==> src/rtl/servo_adc.sv <==
// servo_adc: 1-bit comparator ADC. A sliding window counts comparator ones, a
// servo loop steers a dithered threshold DAC to hold that count at a setpoint,
// and the locked DAC level is reported as the converted sample.
module servo_adc #(
   parameter int unsigned WINDOW_BITS = 1024,
   parameter int unsigned DAC_BITS    = 10,
   parameter int unsigned UPDATE_LOG2 = 21,
   parameter int unsigned LOCK_COUNT  = 8,
   parameter int unsigned INVERT      = 1,
   localparam int unsigned CW         = $clog2(WINDOW_BITS) + 1
) (
   input  logic                clk,
   input  logic                rst,
   input  logic                comp_in,
   input  logic                enable,
   input  logic [CW-1:0]       setpoint,
   input  logic [CW-1:0]       tolerance,
   input  logic [3:0]          gain_shift,
   output logic                dac_out,
   output logic [DAC_BITS-1:0] dac_level,
   output logic [CW-1:0]       window_count,
   output logic                sample_valid,
   output logic [DAC_BITS-1:0] sample,
   output logic                locked,
   output logic [1:0]          state
);

   localparam int unsigned EW  = CW + 1;
   localparam int unsigned SW  = ((DAC_BITS > EW) ? DAC_BITS : EW) + 1;
   localparam int unsigned LCW = $clog2(LOCK_COUNT + 1);

   localparam logic [DAC_BITS-1:0] LEVEL_MAX = '1;
   localparam logic [DAC_BITS-1:0] LEVEL_RST = {1'b1, {(DAC_BITS-1){1'b0}}};
   localparam logic [31:0]         LFSR_SEED = 32'hDEADBEEF;
   localparam logic                INV_BIT   = (INVERT != 0);

   localparam logic [1:0] S_IDLE   = 2'd0;
   localparam logic [1:0] S_FILL   = 2'd1;
   localparam logic [1:0] S_SEEK   = 2'd2;
   localparam logic [1:0] S_LOCKED = 2'd3;

   logic                   sync1;
   logic                   sync2;
   logic                   bit_b;
   logic [WINDOW_BITS-1:0] win;
   logic [UPDATE_LOG2-1:0] tick_cnt;
   logic                   tick;
   logic [31:0]            lfsr;
   logic                   lfsr_fb;

   logic [EW-1:0]          err;
   logic [EW-1:0]          mag;
   logic [EW-1:0]          step;
   logic                   neg;
   logic                   band;
   logic [SW-1:0]          up_sum;
   logic [DAC_BITS-1:0]    level_upd;

   logic [1:0]             state_next;
   logic [LCW-1:0]         in_band_cnt;
   logic [LCW-1:0]         in_band_next;
   logic [CW-1:0]          fill_cnt;
   logic [CW-1:0]          fill_next;
   logic [DAC_BITS-1:0]    level_next;
   logic                   strobe;

   assign bit_b   = sync2 ^ INV_BIT;
   assign tick    = &tick_cnt;
   assign lfsr_fb = lfsr[31] ^ lfsr[30] ^ lfsr[10] ^ lfsr[0];

   // Synchronise the comparator and maintain the running ones count of the window
   always_ff @(posedge clk or posedge rst) begin
      if (rst) begin
         sync1        <= 1'b0;
         sync2        <= 1'b0;
         win          <= '0;
         window_count <= '0;
      end else begin
         sync1        <= comp_in;
         sync2        <= sync1;
         win          <= {win[WINDOW_BITS-2:0], bit_b};
         window_count <= window_count + CW'(bit_b) - CW'(win[WINDOW_BITS-1]);
      end
   end

   // Free-running servo update timebase
   always_ff @(posedge clk or posedge rst) begin
      if (rst) begin
         tick_cnt <= '0;
      end else begin
         tick_cnt <= tick_cnt + UPDATE_LOG2'(1);
      end
   end

   // Dither source and threshold comparison driving the DAC pin
   always_ff @(posedge clk or posedge rst) begin
      if (rst) begin
         lfsr    <= LFSR_SEED;
         dac_out <= 1'b0;
      end else begin
         lfsr    <= {lfsr_fb, lfsr[31:1]};
         dac_out <= (lfsr[DAC_BITS-1:0] < dac_level);
      end
   end

   // Error magnitude, dead-band test and saturating proportional level step
   always_comb begin
      err       = {1'b0, window_count} - {1'b0, setpoint};
      neg       = err[CW];
      mag       = neg ? (~err + EW'(1)) : err;
      band      = (mag <= {1'b0, tolerance});
      step      = EW'(1) + (mag >> gain_shift);
      up_sum    = SW'(dac_level) + SW'(step);
      level_upd = dac_level;
      if (!band) begin
         if (!neg) begin
            level_upd = (up_sum > SW'(LEVEL_MAX)) ? LEVEL_MAX : up_sum[DAC_BITS-1:0];
         end else begin
            level_upd = (SW'(step) > SW'(dac_level)) ? '0
                                                     : DAC_BITS'(SW'(dac_level) - SW'(step));
         end
      end
   end

   // Servo sequencing: next state, lock qualification, fill timing, level update
   always_comb begin
      state_next   = state;
      in_band_next = in_band_cnt;
      fill_next    = fill_cnt;
      level_next   = dac_level;
      strobe       = 1'b0;
      if (!enable) begin
         state_next   = S_IDLE;
         in_band_next = '0;
         fill_next    = '0;
      end else begin
         case (state)
            S_IDLE: begin
               state_next = S_FILL;
               fill_next  = '0;
            end
            S_FILL: begin
               fill_next = fill_cnt + CW'(1);
               if (fill_cnt == CW'(WINDOW_BITS - 1)) begin
                  state_next = S_SEEK;
               end
            end
            S_SEEK: begin
               if (tick) begin
                  level_next = level_upd;
                  if (band) begin
                     if (in_band_cnt == LCW'(LOCK_COUNT - 1)) begin
                        state_next   = S_LOCKED;
                        in_band_next = '0;
                     end else begin
                        in_band_next = in_band_cnt + LCW'(1);
                     end
                  end else begin
                     in_band_next = '0;
                  end
               end
            end
            default: begin
               if (tick) begin
                  strobe     = 1'b1;
                  level_next = level_upd;
                  if (!band) begin
                     state_next   = S_SEEK;
                     in_band_next = '0;
                  end
               end
            end
         endcase
      end
   end

   // Servo state, level and sample registers
   always_ff @(posedge clk or posedge rst) begin
      if (rst) begin
         state        <= S_IDLE;
         in_band_cnt  <= '0;
         fill_cnt     <= '0;
         dac_level    <= LEVEL_RST;
         locked       <= 1'b0;
         sample       <= '0;
         sample_valid <= 1'b0;
      end else begin
         state        <= state_next;
         in_band_cnt  <= in_band_next;
         fill_cnt     <= fill_next;
         dac_level    <= level_next;
         locked       <= (state_next == S_LOCKED);
         sample_valid <= strobe;
         if (strobe) begin
            sample <= dac_level;
         end
      end
   end

endmodule

==> config.mk <==
export PLATFORM = sky130hd
export DESIGN_NAME = servo_adc
export DESIGN_NICKNAME = d
export VERILOG_FILES = /design/src/rtl/servo_adc.sv
export SDC_FILE = /design/constraint.sdc
export NUM_CORES = 1
export LEC_CHECK = 0
export BUFFER_PORTS_ARGS = -buffer_cell sky130_fd_sc_hd__buf_2
export CORE_AREA = 2 2 250 252
export CTS_CLUSTER_SIZE = 16
export DETAILED_ROUTE_END_ITERATION = 12
export DIE_AREA = 0 0 252 254
export PLACE_DENSITY = 0.71
export REMOVE_ABC_BUFFERS = 1
export SLEW_MARGIN = 10
export SYNTH_ARGS = -nofsm -noshare
export SYNTH_HDL_FRONTEND = slang
export SYNTH_SLANG_ARGS = --single-unit
==> constraint.sdc <==
create_clock -name clk -period 126.3 [get_ports clk]
set_clock_uncertainty 0.1 [all_clocks]
set_input_delay 25.26 -clock clk [delete_from_list [all_inputs] [get_ports clk]]
set_output_delay 25.26 -clock clk [all_outputs]
set_load 0.01 [all_outputs]
### Word level (Yosys, flattened, before mapping)

Index checks and enable logic that the tools add are counted.
Widths: inputs -> output; s select.

| word-level totals | value |
|---|---|
| bits in registers | 1,130 |
| logic and storage cells | 75 |
| output and inout bits | 36 |
| input bits | 30 |

| operators by class | value |
|---|---|
| $lt $le $gt $ge | 4 |
| mux-type cells | 24 |
| shift operators | 1 |
| bitwise logic cells | 7 |
| eq/ne operators | 9 |
| reductions and logical operators | 6 |
| add/subtract/negate cells | 10 |

Operator list:

| cell | number |
|---|---|
| $mux 10 | 3 |
| $mux 4 | 6 |
| $reduce_and 24->1 | 1 |
| $pmux 11 s2 | 1 |
| $add 21x1->21 const B | 1 |
| $reduce_and 21->1 | 1 |
| $mux 2 | 7 |
| $add 10x12->13 | 1 |
| $gt 13x10->1 const B | 1 |
| $add 1x12->12 const A | 1 |
| $add 12x1->12 const B | 1 |
| $gt 12x10->1 | 1 |
| $le 12x11->1 | 1 |
| $mux 12 | 1 |
| $not 12->12 | 1 |
| $shr 12x4->12 | 1 |
| $sub 11x11->12 | 1 |
| $add 11x1->11 | 1 |
| $add 11x1->11 const B | 1 |
| $eq 11x10->1 const B | 1 |
| $mux 11 | 1 |
| $sub 11x1->11 | 1 |
| $lt 10x10->1 | 1 |
| $sub 10x10->10 | 1 |
| other kinds (17) | 24 |

### Logic depth before layout (Yosys ltp)

| logic depth | value |
|---|---|
| depth after elaboration | 10 |
| mapped depth | 33 |
| depth with buffers taken out | 32 |

### Worst setup path before layout

OpenSTA, ideal clock, no wires.

| timing | value |
|---|---|
| kind | input -> register |
| from | in setpoint[0] |
| to | reg dac_level[4] |
| library setup time | 141 ps |
| arrival | 30,648 ps |
| stages on the path | 31 |
| buffers on the path | 1 |
| data required time | 126,059 ps |
| slack | 95,412 ps |
| path through | ha_1 > fa_1 > nand2b_1 > a21oi_1 > xnor2_1 > nand3_1 > o31ai_2 > xnor2_1 > mux4_2 > o22ai_1 > or3_1 > clkbuf_1 > ha_1 > inv_1 > a21oi_4 > nor2b_1 > ha_1 > nor2_1 > nor2_1 > o21ai_0 > a21oi_1 > o21ai_0 > a21oi_1 > nor2_1 > nor2_1 > nor2_1 > o21bai_1 > nor2_1 > a21boi_4 > o311ai_2 > nand3_1 |

| between the ends | value |
|---|---|
| cells in the longest elaborated chain, start to end | 10 |
| elaborated cells on any way between the ends | 16 |
| those cells by class | add/sub (5); order compare (3); shift (1); mux (4); bitwise (2); reduce/logical (1) |

RTL lines:

| item | RTL line | RTL |
|---|---|---|
| start, declared | 16 | `input logic [CW-1:0] setpoint,` |
| $sub 11x11->12 * | 108 | `err = {1'b0, window_count} - {1'b0, setpoint};` |
| $not 12->12 | 110 | `mag = neg ? (~err + EW'(1)) : err;` |
| $add 12x1->12 | 110 |  |
| $mux 12 | 110 |  |
| $shr 12x4->12 | 112 | `step = EW'(1) + (mag >> gain_shift);` |
| $add 1x12->12 | 112 |  |
| $add 10x12->13 | 113 | `up_sum = SW'(dac_level) + SW'(step);` |
| $gt 13x10->1 | 117 | `level_upd = (up_sum > SW'(LEVEL_MAX)) ? LEVEL_MAX : up_sum[DAC_BITS-1:0];` |
| $mux 10 | 117 |  |
| $mux 10 | 116 | `if (!neg) begin` |
| end signal, assigned | 191 | `dac_level <= level_next;` |
| end, declared | 20 | `output logic [DAC_BITS-1:0] dac_level,` |

Every way passes the cells marked *; elsewhere a longest branch is shown, timed or not.
A chain may end at the register's enable or synchronous reset.

### Worst setup path after layout

| timing | value |
|---|---|
| from | in setpoint[0] |
| to | reg dac_level[1] |

Same word-level chain as after synthesis.

==> qor.csv <==
metric,value,unit
outcome,completed,
tns,0,ns
drt_first_pass_iters,5,
die_y,254,um
port_buffers,65,
ys_warn_count,0,
post-route-util,0.628,
viasPerCell,5.15,
yosysSeqAreaShare,0.845,
cts_resized,0,
gp_congestion,0.852,
async_flop_share,1.00,
syn_avg_cell_area,17.8,sq um
slew_headroom,0.290,
clock-root-buffer,clkbuf_16,
fmax,32.0,MHz
layout.nets,2162,
synth.cell_area,0.0335,sq mm
synth_top_area_cell,dfrtp_1,
drc_errors,0,
power,0.850,mW
grt_pass1_vias,16823,
grt_pass1_wl,104000,um
ir_worst_vdd,0.0139,mV
grt-ovfl-total,0,
drv_slew,0,
whs,0.221,ns
reg2reg_from,window_count[0]$_DFF_PP0_,
synth-compound-area-share,0.0462,
min_path_type,reg -> reg,
min_period_over_period,0.248,
rsz0062_at_grt,false,
hold_viol_final,0,
grt_max_degree,202,
rows,91,
syn_to_final_growth,14.8,%
cap_violations,0,
slowest_delay,0.50,ns
p_switching,0.244,mW
powerDensity,22.1,mW/mm^2
p_seq_frac,0.433,
die_x,252,um
synthAdderAreaFrac,0.0315,
antennaDiodeCount,0,
fp.dieArea,0.0640,sq mm
synth_edf_count,0,
clkTransAtPathRegs,0.06,ns
setup_viol,0,
holdBufCountCts,0,
cts_buffers,103,
totalWireLength,65000,um
grt.total_usage,0.217,
synth-xor-area-share,0.0167,
synth_seq_cells,1130,
critPathMaxFanout,7,
ant_nets,0,
setup.worst_path.end_class,flop,
final_cell_mix,"dfrtp_1, clkbuf_16, inv_1",
fin_crit,31.29,ns
synth.area.mux_share,0.00923,
drive_gt1_frac,0.150,
crit_top_cell,nor2_1,
dp_cells,2733,
synthFlopType,dfrtp_1,
critPathKind,in -> reg,
antenna_found_initial,1,
p_int,0.606,mW
final_common_cell,dfrtp_1,
p_clk_frac,0.381,
syn_inst,1886,
cts_tree,yes,
htree_num_levels,3,
ys_types,80,
cts_sinks,1130,
switching_share,0.287,
power_leakage,20.1,nW
dp_hpwl,31300,um
critPathSlowestCell,xor2_1,
cts_setup_buffers,0,
fp.coreArea,0.0613,sq mm
routedWlPerCell,22.2,um
worst_slew_pin_slew,1.07,ns
startpoint,setpoint[0],
drt_iter0_drc,1201,
synth-simple-area-share,0.0378,
initial_core_util,0.547,
synth_area_leaders,"dfrtp_1, ha_1, dfstp_2",
synth_top_family_by_area,compound AO/OA/AOI/OAI gates,
clock_latency,0.69,ns
critPathArrivalTime,31.76,ns
critPathLaunchType,primary input,
post-synth-top-area-fraction,0.825,
power_frac_comb,0.186,
vias,15070,
clk_path_buf_depth,3,
ioPinCount,66,
cp.required,126.77,ns
min_from,win[515]$_DFF_PP0_,
final_cells,2928,
==> logic make-up (layout without fill, tap and decap cells) <==
group / count (synthesis) / in the layout
multiplexers: 25 / 25
adder cells (fa/ha/maj): 82 / 82
AND/OR/NAND/NOR: 253 / 253
AO/OA/AOI/OAI: 215 / 215
buffers and inverters: 118 / 370
flip-flops: 1130 / 1130
XOR/XNOR: 63 / 63
==> layout make-up <==
cell class,count,area [sq um]
sequential,1130,28300
fill,4036,22800
multi-input combinational,638,4740
clock buffer,156,3040
tap,790,988
clock inverter,37,497
timing repair buffer,78,492
inverter,99,379
==> state kept, by name, summed over array words and instances, names as in the netlist, 2 cells and up <==
name and flops:
sample 10, state 2, lfsr 32, in_band_cnt 4, fill_cnt 11, tick_cnt 21
dac_level 10, win 1024, window_count 11
==> layer usage <==
metal | up-vias | share of wire | global-route usage
li1 | 6533 | - | -
met3 | 105 | 0.035 | 0.0341
met2 | 298 | 0.48 | 0.339
met4 | 2 | 0.018 | 0.0580
met5 | - | 0.00020 | 0
met1 | 8132 | 0.46 | 0.325
==> synth_stat cells (17+ instances only) <==
master / number
mux2_2: 17
a21oi_1: 51
ha_1: 78
nand2_1: 64
nand3_1: 32
dfrtp_1: 1105
xor2_1: 29
xnor2_1: 33
dfstp_2: 25
inv_1: 99
o21ai_0: 51
nor2_1: 58
clkbuf_1: 17
==> metrics by stage <==
step / setup WS (ns) / cell area, sq um
finish: 95.01 / 38400
global route: 94.47 / 38400
CTS: 95.11 / 38400
detailed placement: 94.41 / 34800
global placement: 94.60 / 34800
floorplan: 69.16 / 33400
==> power by group through the flow <==
stage	sequential, mW	clock [mW]	combinational (mW)
after global routing	0.368	0.349	0.176
after CTS	0.368	0.332	0.158
after floorplan	0.375	0	0.113
after detailed placement	0.375	0	0.156
after global placement	0.375	0	0.156
final	0.368	0.324	0.158
==> final timing paths <==
check / cells past startpoint / endpoint / slack (ns)
worst max-delay path: 31 / dac_level[1]$_DFFE_PP0P_ / 95.01
worst min-delay path: 0 / win[516]$_DFF_PP0_ / 0.22
worst max register to register: 31 / dac_level[1]$_DFFE_PP0P_ / 119.25
worst min register to register: 0 / win[516]$_DFF_PP0_ / 0.22
max in group asynchronous: 6 / sample[0]$_DFFE_PP0P_ / 97.96
min in group asynchronous: 2 / win[88]$_DFF_PP0_ / 24.60
==> worst max-delay path, delay by kind of cell <==
family                   cells  cell delay [ns]
XOR/XNOR                     2             0.79
adder cells (fa/ha/maj)      4             1.19
multiplexers                 1             0.31
AND/OR/NAND/NOR             11             1.80
buffers and inverters        2             0.22
AO/OA/AOI/OAI               11             2.19
Note: power is estimated with default switching activity, not from simulation.
